**src/rtl/instr_fetch_sequencer.sv**
```systemverilog
// Instruction fetch sequencer: 8-byte queue between word-wide memory
// and a variable-length decoder, with redirect alignment.
module instr_fetch_sequencer (
  input  logic        i_clk,
  input  logic        i_reset,
  input  logic        i_mem_valid,
  input  logic [31:0] i_mem_data,
  output logic        o_mem_ready,
  output logic [31:0] o_fetch_addr,
  output logic        o_dec_valid,
  output logic [31:0] o_dec_data,
  output logic [31:0] o_pc,
  input  logic        i_dec_ack,
  input  logic [2:0]  i_dec_size,
  output logic        o_size_err,
  input  logic        i_flush,
  input  logic [31:0] i_flush_addr
);

  typedef enum logic [1:0] {
    S_FILL  = 2'd0,
    S_RUN   = 2'd1,
    S_ALIGN = 2'd2
  } state_t;

  state_t      state, state_nxt;
  logic [63:0] q, q_nxt;
  logic [3:0]  count, count_nxt;
  logic [1:0]  skip, skip_nxt;
  logic [31:0] faddr, faddr_nxt;
  logic [31:0] pc, pc_nxt;
  logic        err, err_nxt;

  logic        size_ok;
  logic        do_pop;
  logic        do_push;
  logic        bad_size;
  logic [3:0]  pop_n;
  logic [3:0]  push_n;
  logic [3:0]  cnt_mid;
  logic [31:0] word;
  logic [63:0] q_shift;
  logic [63:0] keep;

  assign o_mem_ready  = (count <= 4'd4);
  assign o_dec_valid  = (state == S_RUN);
  assign o_dec_data   = q[31:0];
  assign o_pc         = pc;
  assign o_fetch_addr = faddr;
  assign o_size_err   = err;

  always_comb begin
    size_ok  = (i_dec_size != 3'd0) && (i_dec_size <= 3'd4);
    do_pop   = i_dec_ack && o_dec_valid && !i_flush && size_ok;
    bad_size = i_dec_ack && o_dec_valid && !i_flush && !size_ok;
    do_push  = i_mem_valid && o_mem_ready && !i_flush;
    pop_n    = do_pop ? {1'b0, i_dec_size} : 4'd0;
    push_n   = 4'd0;
    if (do_push)
      push_n = (state == S_ALIGN) ? 4'd4 - {2'b00, skip} : 4'd4;
    cnt_mid  = count - pop_n;
  end

  // Head-of-word bytes below the redirect target are dropped in S_ALIGN.
  always_comb begin
    word = i_mem_data;
    if (state == S_ALIGN)
      word = i_mem_data >> {skip, 3'b000};
  end

  // Pop first, then append the new bytes right after the survivors.
  always_comb begin
    q_shift = q >> {pop_n, 3'b000};
    keep    = ~(64'hFFFF_FFFF_FFFF_FFFF << {cnt_mid, 3'b000});
    q_nxt   = q_shift;
    if (do_push)
      q_nxt = (q_shift & keep) | ({32'h0, word} << {cnt_mid, 3'b000});
  end

  always_comb begin
    count_nxt = cnt_mid + push_n;
    skip_nxt  = skip;
    faddr_nxt = faddr;
    pc_nxt    = pc;
    err_nxt   = bad_size;
    state_nxt = state;
    if (i_flush) begin
      count_nxt = 4'd0;
      skip_nxt  = i_flush_addr[1:0];
      faddr_nxt = {i_flush_addr[31:2], 2'b00};
      pc_nxt    = i_flush_addr;
      state_nxt = S_ALIGN;
    end else begin
      if (do_push)
        faddr_nxt = faddr + 32'd4;
      if (do_pop)
        pc_nxt = pc + {29'd0, i_dec_size};
      unique case (state)
        S_FILL: begin
          if (count_nxt >= 4'd4)
            state_nxt = S_RUN;
        end
        S_RUN: begin
          if (count_nxt < 4'd4)
            state_nxt = S_FILL;
        end
        S_ALIGN: begin
          if (do_push) begin
            skip_nxt  = 2'd0;
            state_nxt = (count_nxt >= 4'd4) ? S_RUN : S_FILL;
          end
        end
        default: state_nxt = S_FILL;
      endcase
    end
  end

  always_ff @(posedge i_clk) begin
    if (!i_reset) begin
      state <= S_FILL;
      q     <= 64'h0;
      count <= 4'd0;
      skip  <= 2'd0;
      faddr <= 32'h0;
      pc    <= 32'h0;
      err   <= 1'b0;
    end else begin
      state <= state_nxt;
      q     <= q_nxt;
      count <= count_nxt;
      skip  <= skip_nxt;
      faddr <= faddr_nxt;
      pc    <= pc_nxt;
      err   <= err_nxt;
    end
  end

endmodule

```
**config.mk**
```make
export PLATFORM = sky130hd
export DESIGN_NAME = instr_fetch_sequencer
export DESIGN_NICKNAME = d
export VERILOG_FILES = /design/src/rtl/instr_fetch_sequencer.sv
export SDC_FILE = /design/constraint.sdc
export NUM_CORES = 1
export LEC_CHECK = 0
export BUFFER_PORTS_ARGS = -buffer_cell sky130_fd_sc_hd__buf_4
export CAP_MARGIN = 20
export CELL_PAD_IN_SITES_DETAIL_PLACEMENT = 1
export CELL_PAD_IN_SITES_GLOBAL_PLACEMENT = 2
export CORE_MARGIN = 2
export CORE_UTILIZATION = 30
export CTS_BUF_LIST = sky130_fd_sc_hd__clkbuf_4
export CTS_CLUSTER_SIZE = 20
export DETAILED_ROUTE_END_ITERATION = 8
export GPL_TIMING_DRIVEN = 1
export MAX_ROUTING_LAYER = met4
export PLACE_DENSITY = 0.83
export SETUP_SLACK_MARGIN = 0.05
export SYNTH_ARGS = -nofsm -noshare
export SYNTH_HDL_FRONTEND = slang
export SYNTH_SLANG_ARGS = --single-unit
export TNS_END_PERCENT = 20
```
**constraint.sdc**
```tcl
create_clock -name i_clk -period 6 [get_ports i_clk]
set_clock_uncertainty 0.05 [all_clocks]
set_input_delay 1.2 -clock i_clk [delete_from_list [all_inputs] [get_ports i_clk]]
set_output_delay 1.2 -clock i_clk [all_outputs]
set_load 0.03 [all_outputs]
```
Word-level counts from Yosys, hierarchy flattened
Cells that the tools add are included.

operators by class
  add/sub/neg operators = 5
  magnitude comparators = 4
  equal/unequal tests = 8
  shifts and indexed selects = 4
  muxes and demuxes = 18
  bitwise gates (word level) = 4
  reductions and logical operators = 18

operators by type and width
  cell                     number
  $mux W32                 5
  $and A64 B64 Y64         1
  $mux W64                 1
  $not A64 Y64             1
  $or A64 B64 Y64          1
  $shl A32 B7 Y64          1
  $shl A64 B7 Y64 const A  1
  $shr A64 B6 Y64          1
  $add A32 B3 Y32          1
  $add A32 B3 Y32 const B  1
  $shr A32 B5 Y32          1
  $mux W2                  7
  $mux W4                  2
  $logic_and A1 B1 Y1      7
  $ne A3 B3 Y1 const B     2
  $pmux W2 S3              1
  $reduce_and A3 Y1        2
  $reduce_bool A2 Y1       3
  $add A4 B4 Y4            1
  $ge A4 B3 Y1 const B     1
  $le A4 B3 Y1 const B     1
  $lt A4 B3 Y1 const B     1
  $ne A2 B2 Y1 const B     2
  $sub A3 B2 Y4 const A    1
  14 further kinds         15

word-level totals
  bits in registers = 137
  input port bits = 72
  output and inout bits = 99
  word-level logic and storage cells = 70

Logic depth before layout (Yosys ltp)
Gate-level depths: netlist of the first run.

  depth in word-level cells = 12
  gate-level depth with buffers = 15
  depth with buffers taken out = 13

Worst setup path after synthesis of the first run
Ideal clock, no wire load.

  path kind = input -> register
  from = input i_flush
  to = register q[24]
  library setup time = 0.133 ns
  arrival = 4.135 ns
  data required time = 5.817 ns
  path slack = 1.681 ns
  stages on the path = 14
  buffers on the path = 2
  path through = nor4bb_1 > clkbuf_1 > nand2_1 > inv_1 > buf_2 > ha_1 > inv_1 > fa_1 > xnor2_2 > clkinv_1 > nor2_1 > nand2_1 > a2111oi_0 > nor3_1

on the way
  cells in the longest elaborated chain, start to end = 10
  elaborated cells between the ends (all ways) = 13
  those cells by class = add/sub: 1; shift: 3; mux: 2; bitwise: 3; reduce/logical: 4

RTL lines
  item                               line    text
  start, declared                    16      input logic i_flush,
  $logic_not A1 Y1 (*)               54, 56
  $logic_and A1 B1 Y1 (2 in series)  54      do_pop = i_dec_ack && o_dec_valid && !i_flush && size_ok;
  $mux W3                            57      pop_n = do_pop ? {1'b0, i_dec_size} : 4'd0;
  $sub A4 B3 Y4                      61      cnt_mid = count - pop_n;
  $shl A64 B7 Y64                    74      keep = ~(64'hFFFF_FFFF_FFFF_FFFF << {cnt_mid, 3'b000});
  $not A64 Y64                       74
  $and A64 B64 Y64                   77      q_nxt = (q_shift & keep) | ({32'h0, word} << {cnt_mid, 3'b000});
  $or A64 B64 Y64                    77
  $mux W64 (*)                       76      if (do_push)
  end signal, assigned               129     q <= q_nxt;
  end, declared                      27      logic [63:0] q, q_nxt;

Every way passes the cells marked *; elsewhere a longest branch is shown, timed or not.
A chain may end at the register's enable or synchronous reset.

Worst setup path after layout of the first run
  from = input i_flush
  to = register q[5]

The elaborated chain is that of the path after synthesis.

==> results.toml, run 1 <==
[run_status]
status = "completed"

[timing]
max_freq_ghz = 0.217
period_needed_ns = 4.62
tns_ns = 0
hold_viol = 0
max_slew.worst_pin.slew_ns = 1.03
final_max_slew_viol_count = 0
slew_headroom_pct = 31.0
rsz0062_at_grt = "no"
setup_violations = 0
fin_crit_sh_pct = 77.0

[routing]
post_drt_wl_per_cell_microns = 24.5
routed_wl_microns = 47100
drcViolationCount = 0
via_count = 11700
drtIter0Drc = 1241
viasPerCell = 6.09
first_pass_iters = 6
drtAntennaViolNets = 0

[yosys]
synthFlopType = "dfxtp_1"
yosysSeqAreaShare_pct = 25.9
syn-mean-instance-area_sq_um = 7.65
synthArstFlopShare_pct = 0
yosys_warnings = 0
yosysUniqueCellTypes = 86
synth_edf_count = 0
ys_ff_latch = 135
syn_inst = 1364
syn_area_sq_um = 10400

[setup_path]
critPathCaptureType = "flip-flop"
crit_path_start_kind = "primary input"
critPathMaxStageDelay_ns = 0.56
cp_slowest_cell = "nand4_1"
worstPathRequired_ns = 6.39
crit_arrival_ns = 5.00
cp_top_family = "simple AND/OR/NAND/NOR gates"
critPathKind = "primary input to flip-flop"
reg2reg_from = "state[1]"
r2r_slack_ns = 1.80
cp_cell_sequence = "buf_4 -> nand4bb_2 -> nor2_4 -> inv_1 -> ha_1 -> xnor2_2 -> clkinv_1 -> nor2_1 -> nand4_1 -> o21ai_0 -> a31oi_1"
crit_buf_inv = 3
critPathLaunch = "i_flush"
path_max_fanout = 41

[finish]
layoutNonFillerInstCount = 1918
layout_common_cells = "buf_4 (200), dfxtp_1 (135), nand2_1 (117)"
synthToLayoutAreaGrowth_pct = 16.4
final_common_cell = "buf_4"
fillerInstances = 4258
layout.nets = 1532
drive_gt1_share_pct = 19.5

[placement]
gp_congestion = 0.973
place_inst = 1881
portBuffers = 168
post-dp-hpwl_microns = 35000

[power_and_ir_drop]
p_int_mw = 1.47
p_clk_share_pct = 29.8
p_seq_share_pct = 43.1
combPwrFrac_pct = 27.1
power_mw = 2.36
p_per_area_nw_per_um2 = 194
p_leak_nw = 4.60
p_switching_mw = 0.886
max-vdd-ir-drop_uv = 134
switching_share_pct = 37.6

[clocking]
clkLatencyLatePin_ns = 0.59
cts_hold_buf = 0
postCtsSetupRepairBufs = 0
post_cts_resized = 0
htree_levels = 4
cts.sink_count = 135
clk_path_buf_depth = 2
cts_tree = "built"
path_clk_slew_ns = 0.14
cts_buffers = 17
cts-root-buf = "clkbuf_4"

[global_route]
grt_overflow = 0
grt_usage_pct = 26.3
antenna_found_initial = 3
grt_pass1_vias = 11300
grt_max_degree = 59
grt_pass1_wl_microns = 71300

[die]
row_count = 68
boundaryPins = 171
start_util_pct = 30.4
die_h_microns = 191
die_area_sq_um = 36300
design.core.area_sq_um = 34400
die_width_microns = 191

[run]
maxCapViolCount = 0

[worst_hold_path]
hp-class = "flip-flop to flip-flop"
hp-start = "o_pc[31]"
[Yosys cell counts (all sizes together), types with 6 or more instances]
| library cell | n | area share (%) |
|---|---|---|
| nor3 | 28 | 1.4 |
| a32oi | 8 | 0.67 |
| clkbuf | 61 | 2.2 |
| mux2i | 32 | 3.1 |
| ha | 11 | 1.3 |
| buf | 78 | 4.6 |
| xor2 | 19 | 1.6 |
| and2 | 9 | 0.54 |
| a221o | 18 | 1.7 |
| a221oi | 17 | 1.4 |
| o22ai | 29 | 1.7 |
| nand3 | 55 | 2.6 |
| nand4 | 38 | 2.4 |
| o32ai | 12 | 1.0 |
| o21a | 19 | 1.4 |
| nor4 | 6 | 0.71 |
| inv | 20 | 0.72 |
| a31oi | 37 | 2.2 |
| a21oi | 112 | 5.4 |
| nand2 | 118 | 4.3 |
| o221ai | 6 | 0.50 |
| nor2 | 71 | 2.6 |
| nand2b | 23 | 1.4 |
| nor2b | 17 | 1.0 |
| a22oi | 13 | 0.94 |
| o31a | 9 | 0.76 |
| o211a | 7 | 0.67 |
| o211ai | 14 | 1.0 |
| and3 | 27 | 1.6 |
| mux2 | 19 | 2.1 |
| a211oi | 25 | 1.9 |
| o21ai | 115 | 5.6 |
| a21o | 18 | 1.3 |
| xnor2 | 12 | 1.1 |
| and4b | 9 | 0.86 |
| a21boi | 14 | 1.0 |
| or3 | 14 | 0.84 |
| a211o | 10 | 0.84 |
| dfxtp | 135 | 26 |
[final cells by class]
cell class / count / area, sq um / area share [%]
Antenna cell: 4 / 10.0 / 0.0824
Tap cell: 455 / 569 / 4.69
Clock inverter: 14 / 175 / 1.44
Clock buffer: 18 / 135 / 1.11
Inverter: 23 / 86.3 / 0.711
Sequential cell: 135 / 2700 / 22.2
Multi-Input combinational cell: 1068 / 6960 / 57.3
Timing Repair Buffer: 201 / 1510 / 12.4
[flip-flops by register name (all words and copies together), names as in the netlist]
register	cells
q	64
o_pc	32
o_fetch_addr	30
count	4
skip	2
state	2
o_size_err	1
[layer usage]
| metal | up-vias | wire length, microns | track usage, % |
|---|---|---|---|
| met5 | - | 0 | - |
| met3 | 45 | 3720 | 4.84 |
| met4 | 0 | 539 | 5.37 |
| met1 | 5811 | 22800 | 38.3 |
| met2 | 478 | 20000 | 37.6 |
| li1 | 5345 | - | - |
[through the flow]
step           utilization, %  setup WS (ns)  cell area, sq um  hold WS [ns]
2_1_floorplan               -           1.68             10400         0.425
3_3_place_gp             34.4           1.11             11800         0.448
3_5_place_dp             34.4          0.882             11800         0.464
4_1_cts                  35.3           1.51             12100         0.485
5_1_grt                  35.3           1.15             12100         0.512
6_report                 35.3           1.38             12100         0.473
[tightest hold or removal path: stages, from the launching register on]
cell	delay, ns
dfxtp_1	0.35
o21ai_0	0.08
a21oi_1	0.06
[power groups by stage]
stage	Clock [mW]	Combinational, mW	Sequential [mW]
3_3_place_gp	0	0.617	1.03
6_report	0.702	0.639	1.02
2_1_floorplan	0	0.354	1.06
5_1_grt	0.741	0.680	1.02
4_1_cts	0.709	0.629	1.01
3_5_place_dp	0	0.627	1.03
[final timing paths]
check,to,cells after the start
max,q[5],11
min,o_pc[31],2
max reg2reg,q[5],11
min reg2reg,o_pc[31],2
[cell families after synthesis]
kind of cell / synth area share, %
and+or+nand+nor: 23.3
adders and majority gates: 1.89
xor gates and xnor gates: 2.67
other: 0.0359
muxes: 5.55
AOI/OAI and AO/OA: 33.0
DFF: 25.9
buffers and inverters: 7.65
Note: power is estimated with default switching activity, not from simulation.
==> run 2, diff against run 1 <==
==> constraint.sdc (replaced) <==
create_clock -name i_clk -period 4.57 [get_ports i_clk]
set_clock_uncertainty 0.05 [all_clocks]
set_input_delay 0.914 -clock i_clk [delete_from_list [all_inputs] [get_ports i_clk]]
set_output_delay 0.914 -clock i_clk [all_outputs]
set_load 0.03 [all_outputs]
==> run 2 against run 1 <==
Cell count is 0.78% higher; worst setup slack worse by 0.51 ns; clock power is 54% higher; critical endpoint is now q[28]; total power increased by 39%; critical path type unchanged; routed wire length up 0.70%; non-clock buffer count grew 17; die area stayed put; flip-flop and latch count is the same; core utilization grew 0.62 points; highest routed layer unchanged; via count up 1.1%; sequential share of layout area down 0.38 points; global-route usage up 0.35 points; largest cell class unchanged.
==> results.toml, run 2 (synthesis results as in run 1) <==
[run_status]
status = "completed"

[die]
die_h_microns = 191
start_util_pct = 30.4
die_area_sq_um = 36300
row_count = 68
die_width_microns = 191
boundaryPins = 171
design.core.area_sq_um = 34400

[setup_path]
r2r_slack_ns = 0.95
critPathCaptureType = "flip-flop"
path_max_fanout = 14
reg2reg_to = "q[28]"
critPathLaunch = "i_flush"
worstPathRequired_ns = 4.99
reg2reg_from = "state[0]"
crit_path_start_kind = "primary input"
crit_arrival_ns = 4.12
rr_worst_depth = 12
critPathKind = "primary input to flip-flop"
endpoint = "q[28]"

[routing]
first_pass_iters = 8
routed_wl_microns = 47400
drtAntennaViolNets = 0
drtIter0Drc = 1358
drcViolationCount = 0
viasPerCell = 6.11
post_drt_wl_per_cell_microns = 24.5
via_count = 11800

[finish]
layoutNonFillerInstCount = 1933
regMostFlops = "q"
layout.nets = 1549
synthToLayoutAreaGrowth_pct = 18.5
fillerInstances = 4222
stdcell_area_sq_um = 12400
layout_common_cells = "buf_4 (217), dfxtp_1 (135), nand2_1 (117)"
fin_util_pct = 36.0
drive_gt1_share_pct = 20.4
largest_reg_flops = 64
final_common_cell = "buf_4"

[timing]
slew_headroom_pct = 30.2
max_slew.worst_pin.slew_ns = 1.03
rsz0062_at_grt = "no"
final_max_slew_viol_count = 0
tns_ns = 0
period_needed_ns = 3.69
layout_setup_ws_ns = 0.876
setup_violations = 0
max_freq_ghz = 0.271
fin_crit_sh_pct = 80.8
hold_viol = 0

[clocking]
clk_path_buf_depth = 2
htree_levels = 4
cts-root-buf = "clkbuf_4"
post_cts_resized = 0
path_clk_slew_ns = 0.14
cts_hold_buf = 0
cts_tree = "built"
postCtsSetupRepairBufs = 0
cts_buffers = 17
cts.sink_count = 135
clkLatencyLatePin_ns = 0.60

[placement]
gp_congestion = 0.966
pre_cts_ws_ns = 0.406
placed_cell_area_sq_um = 12000
portBuffers = 168
place_inst = 1898
post-dp-hpwl_microns = 34900

[worst_hold_path]
hp-class = "flip-flop to flip-flop"

[global_route]
grt_max_degree = 70
grt_pass1_wl_microns = 72100
grt_pass1_vias = 11300
grt_overflow = 0
grt_usage_pct = 26.6
antenna_found_initial = 2

[power_and_ir_drop]
p_leak_nw = 4.73
max-vdd-ir-drop_uv = 186
p_per_area_nw_per_um2 = 264

[run]
maxCapViolCount = 0
-- run 2: changes by cell type in the layout (fill, tap and decap cells not counted) --
cell	before	now
buf_4	200	217
bufinv_16	3	6
clkbuf_4	18	17
clkbuf_2	1	0
diode_2	4	2
buf_16	0	1
clkinvlp_4	3	1
clkinv_4	3	4
inv_6	3	2
-- run 2: power by group --
group,internal (mW),leakage [nW],switching (mW)
sequential,1.24,1.11,0.0927
clock,0.548,0.197,0.533
combinational,0.306,3.43,0.544
-- run 2: worst min-delay path by stage --
stage                          startpoint  endpoint  slack (ns)  cells past startpoint
after global routing      i_flush_addr[7]   o_pc[7]        0.52                      3
after detailed placement         o_pc[31]  o_pc[31]        0.46                      2
final                            o_pc[31]  o_pc[31]        0.47                      2
after CTS                        o_pc[31]  o_pc[31]        0.48                      2
after floorplan                     q[59]     q[59]        0.42                      2
after global placement           o_pc[31]  o_pc[31]        0.45                      2
-- run 2: layout make-up --
cell class / count / area [sq um] / share of cell area, %
Multi-Input combinational cell: 1068 / 6960 / 56.3
Inverter: 23 / 86.3 / 0.698
Tap cell: 455 / 569 / 4.61
Clock buffer: 17 / 128 / 1.03
Clock inverter: 15 / 250 / 2.02
Sequential cell: 135 / 2700 / 21.9
Timing Repair Buffer: 218 / 1660 / 13.4
Antenna cell: 2 / 5.00 / 0.0405
-- run 2: worst max-delay path, cell delays in order --
cell	delay, ns
buf_4	0.18
nand4bb_2	0.34
nor2_1	0.25
inv_2	0.15
fa_1	0.46
xnor2_2	0.20
clkinv_1	0.25
nor2_1	0.31
nand2_1	0.35
a2111oi_0	0.58
nor3_1	0.13
-- run 2: per-layer routing --
metal	vias up	routed length (microns)	track usage [%]
met5	-	0	-
met4	0	802	7.07
met3	54	3900	4.91
met2	545	20000	37.0
met1	5853	22700	39.1
li1	5358	-	-
-- run 2: per-stage QoR --
stage | hold WS [ns] | power [mW]
5_1_grt | 0.518 | 3.39
3_3_place_gp | 0.447 | 2.18
3_5_place_dp | 0.465 | 2.19
4_1_cts | 0.483 | 3.26
6_report | 0.473 | 3.27
2_1_floorplan | 0.425 | 1.86
